File: config.mk
export PLATFORM = sky130hd
export DESIGN_NAME = traffic_phase_scheduler
export DESIGN_NICKNAME = d
export VERILOG_FILES = /design/src/rtl/traffic_phase_scheduler.sv
export SDC_FILE = /design/constraint.sdc
export NUM_CORES = 1
export LEC_CHECK = 0
export BUFFER_PORTS_ARGS = -buffer_cell sky130_fd_sc_hd__buf_4
export CAP_MARGIN = 0
export CORE_MARGIN = 5
export CORE_UTILIZATION = 50
export CTS_CLUSTER_SIZE = 24
export DETAILED_ROUTE_END_ITERATION = 8
export PLACE_DENSITY = 0.7
export SLEW_MARGIN = 40
export SYNTH_ARGS = -nofsm -noshare
export SYNTH_HDL_FRONTEND = slang
export SYNTH_SLANG_ARGS = --single-unit
File: constraint.sdc
create_clock -name clk -period 1.7 [get_ports clk]
set_clock_uncertainty 0.2 [all_clocks]
set_input_delay 0.34 -clock clk [delete_from_list [all_inputs] [get_ports clk]]
set_output_delay 0.34 -clock clk [all_outputs]
set_load 0.1 [all_outputs]
File: src/rtl/traffic_phase_scheduler.sv
// Two-way intersection phase sequencer with a one-second prescaler and all-red pedestrian window.
// Pedestrian service is compiled in only when PED_REQ_EN is defined.
module traffic_phase_scheduler #(
  parameter int TICK_DIV   = 10000,
  parameter int GREEN_SEC  = 15,
  parameter int YELLOW_SEC = 3,
  parameter int PED_SEC    = 10
) (
  input  logic       clk,
  input  logic       start,
  input  logic       hold,
  input  logic       ped_ns_req,
  input  logic       ped_ew_req,
  output logic [2:0] ns_light,
  output logic [2:0] ew_light,
  output logic [1:0] ped_walk,
  output logic [2:0] phase,
  output logic [3:0] remain,
  output logic       tick
);

  typedef enum logic [2:0] {
    NS_GRN = 3'd0,
    NS_YEL = 3'd1,
    AR1    = 3'd2,
    EW_GRN = 3'd3,
    EW_YEL = 3'd4,
    AR2    = 3'd5,
    PED    = 3'd6
  } state_t;

  localparam int CW = $clog2(TICK_DIV);
  localparam logic [2:0] GRN = 3'b001;
  localparam logic [2:0] YEL = 3'b010;
  localparam logic [2:0] RED = 3'b100;

  state_t        state;
  state_t        nxt;
  logic [2:0]    code;
  logic [CW-1:0] cnt;
  logic          tick_en;
  logic          illegal;
  logic          advance;
  logic          ped_any;
  logic          ret_ew;

  function automatic logic [3:0] dur(input state_t s);
    case (s)
      NS_GRN, EW_GRN: dur = 4'(GREEN_SEC);
      NS_YEL, EW_YEL: dur = 4'(YELLOW_SEC);
      PED:            dur = 4'(PED_SEC);
      default:        dur = 4'd1;
    endcase
  endfunction

  function automatic logic [5:0] lamps(input state_t s);
    case (s)
      NS_GRN:  lamps = {GRN, RED};
      NS_YEL:  lamps = {YEL, RED};
      EW_GRN:  lamps = {RED, GRN};
      EW_YEL:  lamps = {RED, YEL};
      default: lamps = {RED, RED};
    endcase
  endfunction

  assign code    = state;
  assign phase   = code;
  assign tick_en = (cnt == CW'(TICK_DIV - 1)) && !hold;
  // An illegal code recovers on the very next clock, independent of the tick.
  assign illegal = (code == 3'd7);
  assign advance = illegal || (tick_en && (remain == 4'd1));

`ifdef PED_REQ_EN
  logic ns_lat;
  logic ew_lat;
  logic to_ped;

  assign ped_any = ns_lat | ew_lat | ped_ns_req | ped_ew_req;
  assign to_ped  = advance && (nxt == PED);
`else
  logic unused_req;

  assign ped_any    = 1'b0;
  assign ret_ew     = 1'b0;
  assign ped_walk   = 2'b00;
  assign unused_req = ped_ns_req ^ ped_ew_req;
`endif

  always_comb begin
    nxt = NS_GRN;
    case (state)
      NS_GRN:  nxt = NS_YEL;
      NS_YEL:  nxt = AR1;
      AR1:     nxt = ped_any ? PED : EW_GRN;
      EW_GRN:  nxt = EW_YEL;
      EW_YEL:  nxt = AR2;
      AR2:     nxt = ped_any ? PED : NS_GRN;
      PED:     nxt = ret_ew ? EW_GRN : NS_GRN;
      default: nxt = NS_GRN;
    endcase
  end

  always_ff @(posedge clk or negedge start) begin
    if (!start) begin
      state    <= NS_GRN;
      remain   <= 4'(GREEN_SEC);
      ns_light <= GRN;
      ew_light <= RED;
      tick     <= 1'b0;
      cnt      <= '0;
`ifdef PED_REQ_EN
      ns_lat   <= 1'b0;
      ew_lat   <= 1'b0;
      ret_ew   <= 1'b0;
      ped_walk <= 2'b00;
`endif
    end else begin
      tick <= tick_en;
      if (!hold)
        cnt <= (cnt == CW'(TICK_DIV - 1)) ? '0 : cnt + CW'(1);
      if (advance) begin
        state                <= nxt;
        remain               <= dur(nxt);
        {ns_light, ew_light} <= lamps(nxt);
      end else if (tick_en) begin
        remain <= remain - 4'd1;
      end
`ifdef PED_REQ_EN
      // Entry consumes both latches and this cycle's buttons; later presses wait for the next window.
      if (to_ped) begin
        ped_walk <= {ew_lat | ped_ew_req, ns_lat | ped_ns_req};
        ns_lat   <= 1'b0;
        ew_lat   <= 1'b0;
        ret_ew   <= (state == AR1);
      end else begin
        ns_lat <= ns_lat | ped_ns_req;
        ew_lat <= ew_lat | ped_ew_req;
        if (advance)
          ped_walk <= 2'b00;
      end
`endif
    end
  end

endmodule

==> results of run 1 <==
-- critical path: cells and delay by family (launching register included) --
kind                       cells  cell delay, ps
AOI/OAI and AO/OA              1             150
adders and majority gates      1             220
DFF                            1             410
and+or+nand+nor                3             680
xor gates and xnor gates       1              70
buffers and inverters          1             180
-- repair_timing --
item | CTS | global route
pin swaps | 12 | 21
setup endpoints to repair | 23 | 29
hold buffers | 1 | 0
endpoints found under the hold margin | 28 | 0
buffers inserted | 10 | 13
resized for setup | 44 | 41
-- logic make-up after synthesis --
family,after synthesis,share of synthesized area (%)
other,1,0.257
muxes,5,3.43
buffers and inverters,11,3.86
xor gates and xnor gates,12,7.21
AOI/OAI and AO/OA,21,9.18
DFF,28,48.6
and+or+nand+nor,56,23.3
adders and majority gates,5,4.21
-- synthesized netlist by cell type (all sizes together) (2+ instances only) --
master	count	area (um^2)
a21o	2	15.0
a21oi	5	25.0
and2	2	12.5
and4	3	27.5
and4b	3	33.8
buf	3	22.5
clkbuf	3	15.0
dfrtp	22	551
dfstp	6	158
ha	3	37.5
inv	5	18.8
maj3	2	23.8
mux2i	5	50.1
nand2	12	47.6
nand2b	2	12.5
nand3	9	45.0
nand4	4	40.0
nor2	14	60.1
nor3	3	15.0
o21ai	6	30.0
o22ai	2	12.5
xnor2	8	70.1
xor2	4	35.0
-- path summary, 6_finish.rpt --
check,start,to,depth (start not counted)
max,cnt[1]$_DFFE_PN0N_,phase[0]$_DFFE_PN0N_,7
min,hold,cnt[2]$_DFFE_PN0N_,4
max reg2reg,cnt[1]$_DFFE_PN0N_,phase[0]$_DFFE_PN0N_,7
min reg2reg,cnt[13]$_DFFE_PN0N_,cnt[13]$_DFFE_PN0N_,1
max in group asynchronous,start,ew_light[2]$_DFFE_PN1N_,2
min in group asynchronous,start,cnt[9]$_DFFE_PN0N_,2
-- layout make-up --
type	count	area share [%]
multi-input cells	101	38.6
inverters	5	1.12
clock buffers	4	1.12
flip-flops and latches	28	31.0
well taps	31	1.65
repair buffers	64	26.5
-- metrics by stage --
step                      total power [uW]  setup slack, ps
after floorplan                       1000             -253
after global placement                1150             -101
after detailed placement              1170             -143
after CTS                             1490             -125
after global routing                  1720             -367
final                                 1630             -269
-- power groups by stage --
stage / sequential (uW) / combinational [uW] / clock, uW
after detailed placement: 809 / 356 / 0
after CTS: 799 / 386 / 306
after global routing: 814 / 568 / 339
after global placement: 807 / 340 / 0
final: 805 / 526 / 303
after floorplan: 829 / 171 / 0
-- state kept, by name, indices dropped and copies added (netlist names) --
| signal | flops |
|---|---|
| cnt | 14 |
| remain | 4 |
| ew_light | 3 |
| ns_light | 3 |
| phase | 3 |
| tick | 1 |
-- routing by layer --
metal / share of wire, % / vias to the layer above
met5: 0 / -
met1: 41 / 672
met4: 2.8 / 0
met2: 53 / 39
met3: 3.0 / 8
li1: - / 616
==> flow_summary.toml, run 1 <==
[status]
status = "finished with violations"
violations = "negative setup slack"

[placed_design]
port_buffers = 16
dp_hpwl_um = 2110
place.gp.congestion = 0.854
dp_cells = 208
placed_area_um2 = 1830

[floorplanning]
pin_count = 21
core_area_um2 = 2780
die_area_um2 = 4100
die_y_um = 64.0
start_util_pct = 52.4
fp.dieW_um = 64.0
rows = 19

[worst_setup_path]
worst-r2r-setup-slack_ps = -270
slowest_stage = "dfrtp_1"
start_kind = "flop"
worst-path-max-fanout = 7
cp-end-kind = "flop"
path_class = "reg -> reg"
slowest_delay_ps = 410
worst_ep_arrival_time_ps = 2050
crit_chain = "ha_2, and4b_4, nand4_4, nor2_4, buf_4, xnor2_2, a21oi_1"
worstPathRequired_ps = 1780

[pwr]
combPwrFrac_pct = 32.2
power_leakage_uw = 0.00105
p_int_uw = 1130
pwr-share-seq_pct = 49.2
p_sw_share_pct = 30.9
clockPowerShare_pct = 18.5
switching_power_uw = 504
powerDensity_nw_per_um2 = 696
ir_drop_uv = 1150

[layout]
final_common_cell = "buf_4"
stdcell_count = 233
finalInstanceArea_um2 = 2350
final_cell_mix = "42 x buf_4, 19 x dfrtp_1, 14 x buf_6, 8 x nand2_1"
finish.utilization_pct = 84.4
multi_input_comb_area_um2 = 907
n_antenna_cell = 0
ff_latch_area_um2 = 727
nFillCells = 144
area_delta_synth_final_pct = 61.1
fin_nets = 211
drive_gt1_share_pct = 57.4

[drt]
num_vias = 1335
drc_errors = 0
drt-initial-drc-count = 50
postRouteAntennaNets = 0
viasPerCell = 5.73
wl_per_cell_um = 17.4
firstDrtPassIters = 4
wl_um = 4060

[cts]
clkTransAtPathRegs_ps = 160
cts_tree = "done"
h-tree-depth = 1
clock-sinks = 28
clockBufferDepth = 2
clk_latency_ps = 350
cts.root.buffer_cell = "clkbuf_4"
numCtsBuffers = 3

[global_routing]
grt_pass1_wl_um = 5790
grt_util_met1_pct = 23.7
use_met2_pct = 28.0
grt-ovfl-total = 0
busiest_layer = "met2"
use_met3_pct = 2.98
antenna_found_initial = 0
grt_pass1_vias = 1258
grt_max_degree = 29
track_usage_pct = 17.4

[sta]
finalSetupTns_ps = -3470
worst_slack_ps = -269
post-route-min-period_ps = 1970
hold_viol = 0
fin_crit_sh_pct = 116
rsz0062_at_grt = "true"
fin_hold_ws_ps = 188
slew_viol_final = 0
finalSetupViolCount = 27
fmax_ghz = 0.508

[synthesis]
syn_area_um2 = 1460
seq_area_frac_synth_pct = 48.6
ys_ff_latch = 28
yosysWarnings = 0
synthArstFlopShare_pct = 100
synth_cells = 139
synth-edff-count = 0
syn_avg_cell_area_um2 = 10.5
synth_top_flop_cell = "dfrtp_1"
synth_cell_types = 44

[flow_run]
max_cap_violations = 0

[hold_path]
worstHoldPathType = "in -> reg"
Power figures use the tool's default switching activity.
==> run 2, diff against run 1 <==
--- a/config.mk
+++ b/config.mk
@@ -9,6 +9,7 @@
 export CAP_MARGIN = 0
 export CORE_MARGIN = 5
 export CORE_UTILIZATION = 50
+export CTS_BUF_LIST = sky130_fd_sc_hd__clkbuf_4 sky130_fd_sc_hd__clkbuf_8 sky130_fd_sc_hd__clkbuf_16
 export CTS_CLUSTER_SIZE = 24
 export DETAILED_ROUTE_END_ITERATION = 8
 export PLACE_DENSITY = 0.7
==> constraint.sdc (replaced) <==
create_clock -name clk -period 1.6 [get_ports clk]
set_clock_uncertainty 0.2 [all_clocks]
set_input_delay 0.32 -clock clk [delete_from_list [all_inputs] [get_ports clk]]
set_output_delay 0.32 -clock clk [all_outputs]
set_load 0.1 [all_outputs]
==> run 2 against run 1 <==
The flow still finishes with violations (negative setup slack). Count of clock-buffer cells in the layout unchanged. Setup slack improved by 58 ps. First-iteration DRC count increased by 30%. Final cell count decreased by 3.0%. Sequential share of layout area increased by 2.4 points. Non-clock buffer count decreased by 7. Sequential cell count unchanged. Total power decreased by 2.3%. Sequential power increased by 5.6%. Register-to-register slack improved by 60 ps. Die area unchanged. Largest power group unchanged.
==> flow_summary.toml, run 2 (synthesized netlist as in run 1, its figures left out) <==
[status]
status = "finished with violations"
violations = "negative setup slack"

[worst_setup_path]
r2r-start = "cnt[0]$_DFFE_PN0N_"
worst_ep_arrival_time_ps = 1900
cp_top_family = "adder cells"
path_buf_inv = 0
worst-path-max-fanout = 7
start_kind = "flop"
cp-end-kind = "flop"
worstPathRequired_ps = 1690
slowest_stage = "dfrtp_1"
crit_start = "cnt[0]$_DFFE_PN0N_"
crit_chain = "ha_2, and4b_4, nand4_4, nor2_4, maj3_4, a22o_2"
slowest_delay_ps = 420
path_class = "reg -> reg"

[sta]
rsz0062_at_grt = "true"
finalSetupViolCount = 26
slew_viol_final = 0
post-route-min-period_ps = 1810
hold_viol = 0
fmax_ghz = 0.552
fin_crit_sh_pct = 113
worst_slack_ps = -211

[drt]
drc_errors = 0
num_vias = 1245
wl_um = 3430
viasPerCell = 5.51
wl_per_cell_um = 15.2
firstDrtPassIters = 4
postRouteAntennaNets = 0
drt-initial-drc-count = 65

[pwr]
powerDensity_nw_per_um2 = 733
power_leakage_uw = 0.00101
total_power_uw = 1600
ir_drop_uv = 730

[placed_design]
port_buffers = 16
placed_area_um2 = 1830
place.gp.congestion = 0.824
dp_hpwl_um = 2200

[layout]
drive_gt1_share_pct = 50.8
finalInstanceArea_um2 = 2180
largest_register_ffs = 14
regMostFlops = "cnt"
n_antenna_cell = 0
final_common_cell = "buf_4"
final_cell_mix = "38 x buf_4, 19 x dfrtp_1, 12 x buf_6, 11 x nor2_1, 10 x nand2_1"
fin_nets = 204
reg_top3 = "cnt (14), remain (4)"
area_delta_synth_final_pct = 49.4

[floorplanning]
core_area_um2 = 2780
rows = 19
die_area_um2 = 4100
die_y_um = 64.0
pin_count = 21
start_util_pct = 52.4
fp.dieW_um = 64.0

[global_routing]
track_usage_pct = 17.8
grt_max_degree = 29
grt_pass1_wl_um = 5870
antenna_found_initial = 0
grt-ovfl-total = 0
grt_pass1_vias = 1282

[cts]
clock-sinks = 28
numCtsBuffers = 3
cts.root.buffer_cell = "clkbuf_4"
clkTransAtPathRegs_ps = 160
clockBufferDepth = 2
clk_latency_ps = 330
h-tree-depth = 1
cts_tree = "done"

[hold_path]
hold_start = "hold"
worstHoldPathType = "in -> reg"

[flow_run]
max_cap_violations = 0
## run 2: cell count changes in the layout (fill, tap and decap cells not counted), moves of 2 or more
cell	delta
buf_4	-4
nor2_1	+4
nor2_4	-4
buf_6	-2
nand2_1	+2
nand3_2	-2
xor2_1	+2
## run 2: layout make-up
class | count | area (um^2)
Fill cell | 183 | 603
Inverter | 5 | 26.3
Timing Repair Buffer | 57 | 551
Multi-Input combinational cell | 101 | 806
Clock buffer | 4 | 30.0
Tap cell | 31 | 38.8
Sequential cell | 28 | 727
## run 2: routing by layer
layer,GRT usage [%],share of wire [%],up-vias
li1,-,-,601
met1,24.0,44,599
met2,29.1,49,34
met3,2.45,4.3,11
met4,6.49,2.3,0
met5,0,0,-
## run 2: path summary, 6_finish.rpt
kind	endpoint	slack (ps)	cells past startpoint
max	ns_light[0]$_DFFE_PN1N_	-210	6
min	cnt[0]$_DFFE_PN0N_	170	4
max reg2reg	ns_light[0]$_DFFE_PN1N_	-210	6
min reg2reg	cnt[13]$_DFFE_PN0N_	290	1
max in group asynchronous	ns_light[0]$_DFFE_PN1N_	670	2
min in group asynchronous	phase[2]$_DFFE_PN0N_	220	2
## run 2: per-stage QoR
step,utilization (%),hold WS (ps),std cells,setup TNS [ps],setup WS [ps]
global route,78.3,164,226,-5200,-274
global placement,65.7,54.7,208,-2210,-196
floorplan,-,-176,140,-2910,-353
finish,78.3,166,226,-3230,-211
detailed placement,65.7,63.2,208,-2760,-234
CTS,74.3,155,220,-3470,-212
## run 2: repair_timing
action,in CTS,in global routing
setup endpoints to repair,30,30
gates resized for setup,40,18
pin swaps,6,7
hold buffers,1,0
setup buffers,7,6
hold endpoints to repair,28,0
## run 2: worst register-to-register path, stage by stage (launching register included)
cell and delay (ps):
dfrtp_1 420, ha_2 190, and4b_4 190, nand4_4 140
nor2_4 80, maj3_4 340, a22o_2 210
## run 2: where the power goes
| part | switching, uW | leakage (uW) | internal [uW] |
|---|---|---|---|
| Clock | 212 | 0.0000184 | 115 |
| Combinational | 199 | 0.000638 | 221 |
| Sequential | 57.0 | 0.000352 | 793 |
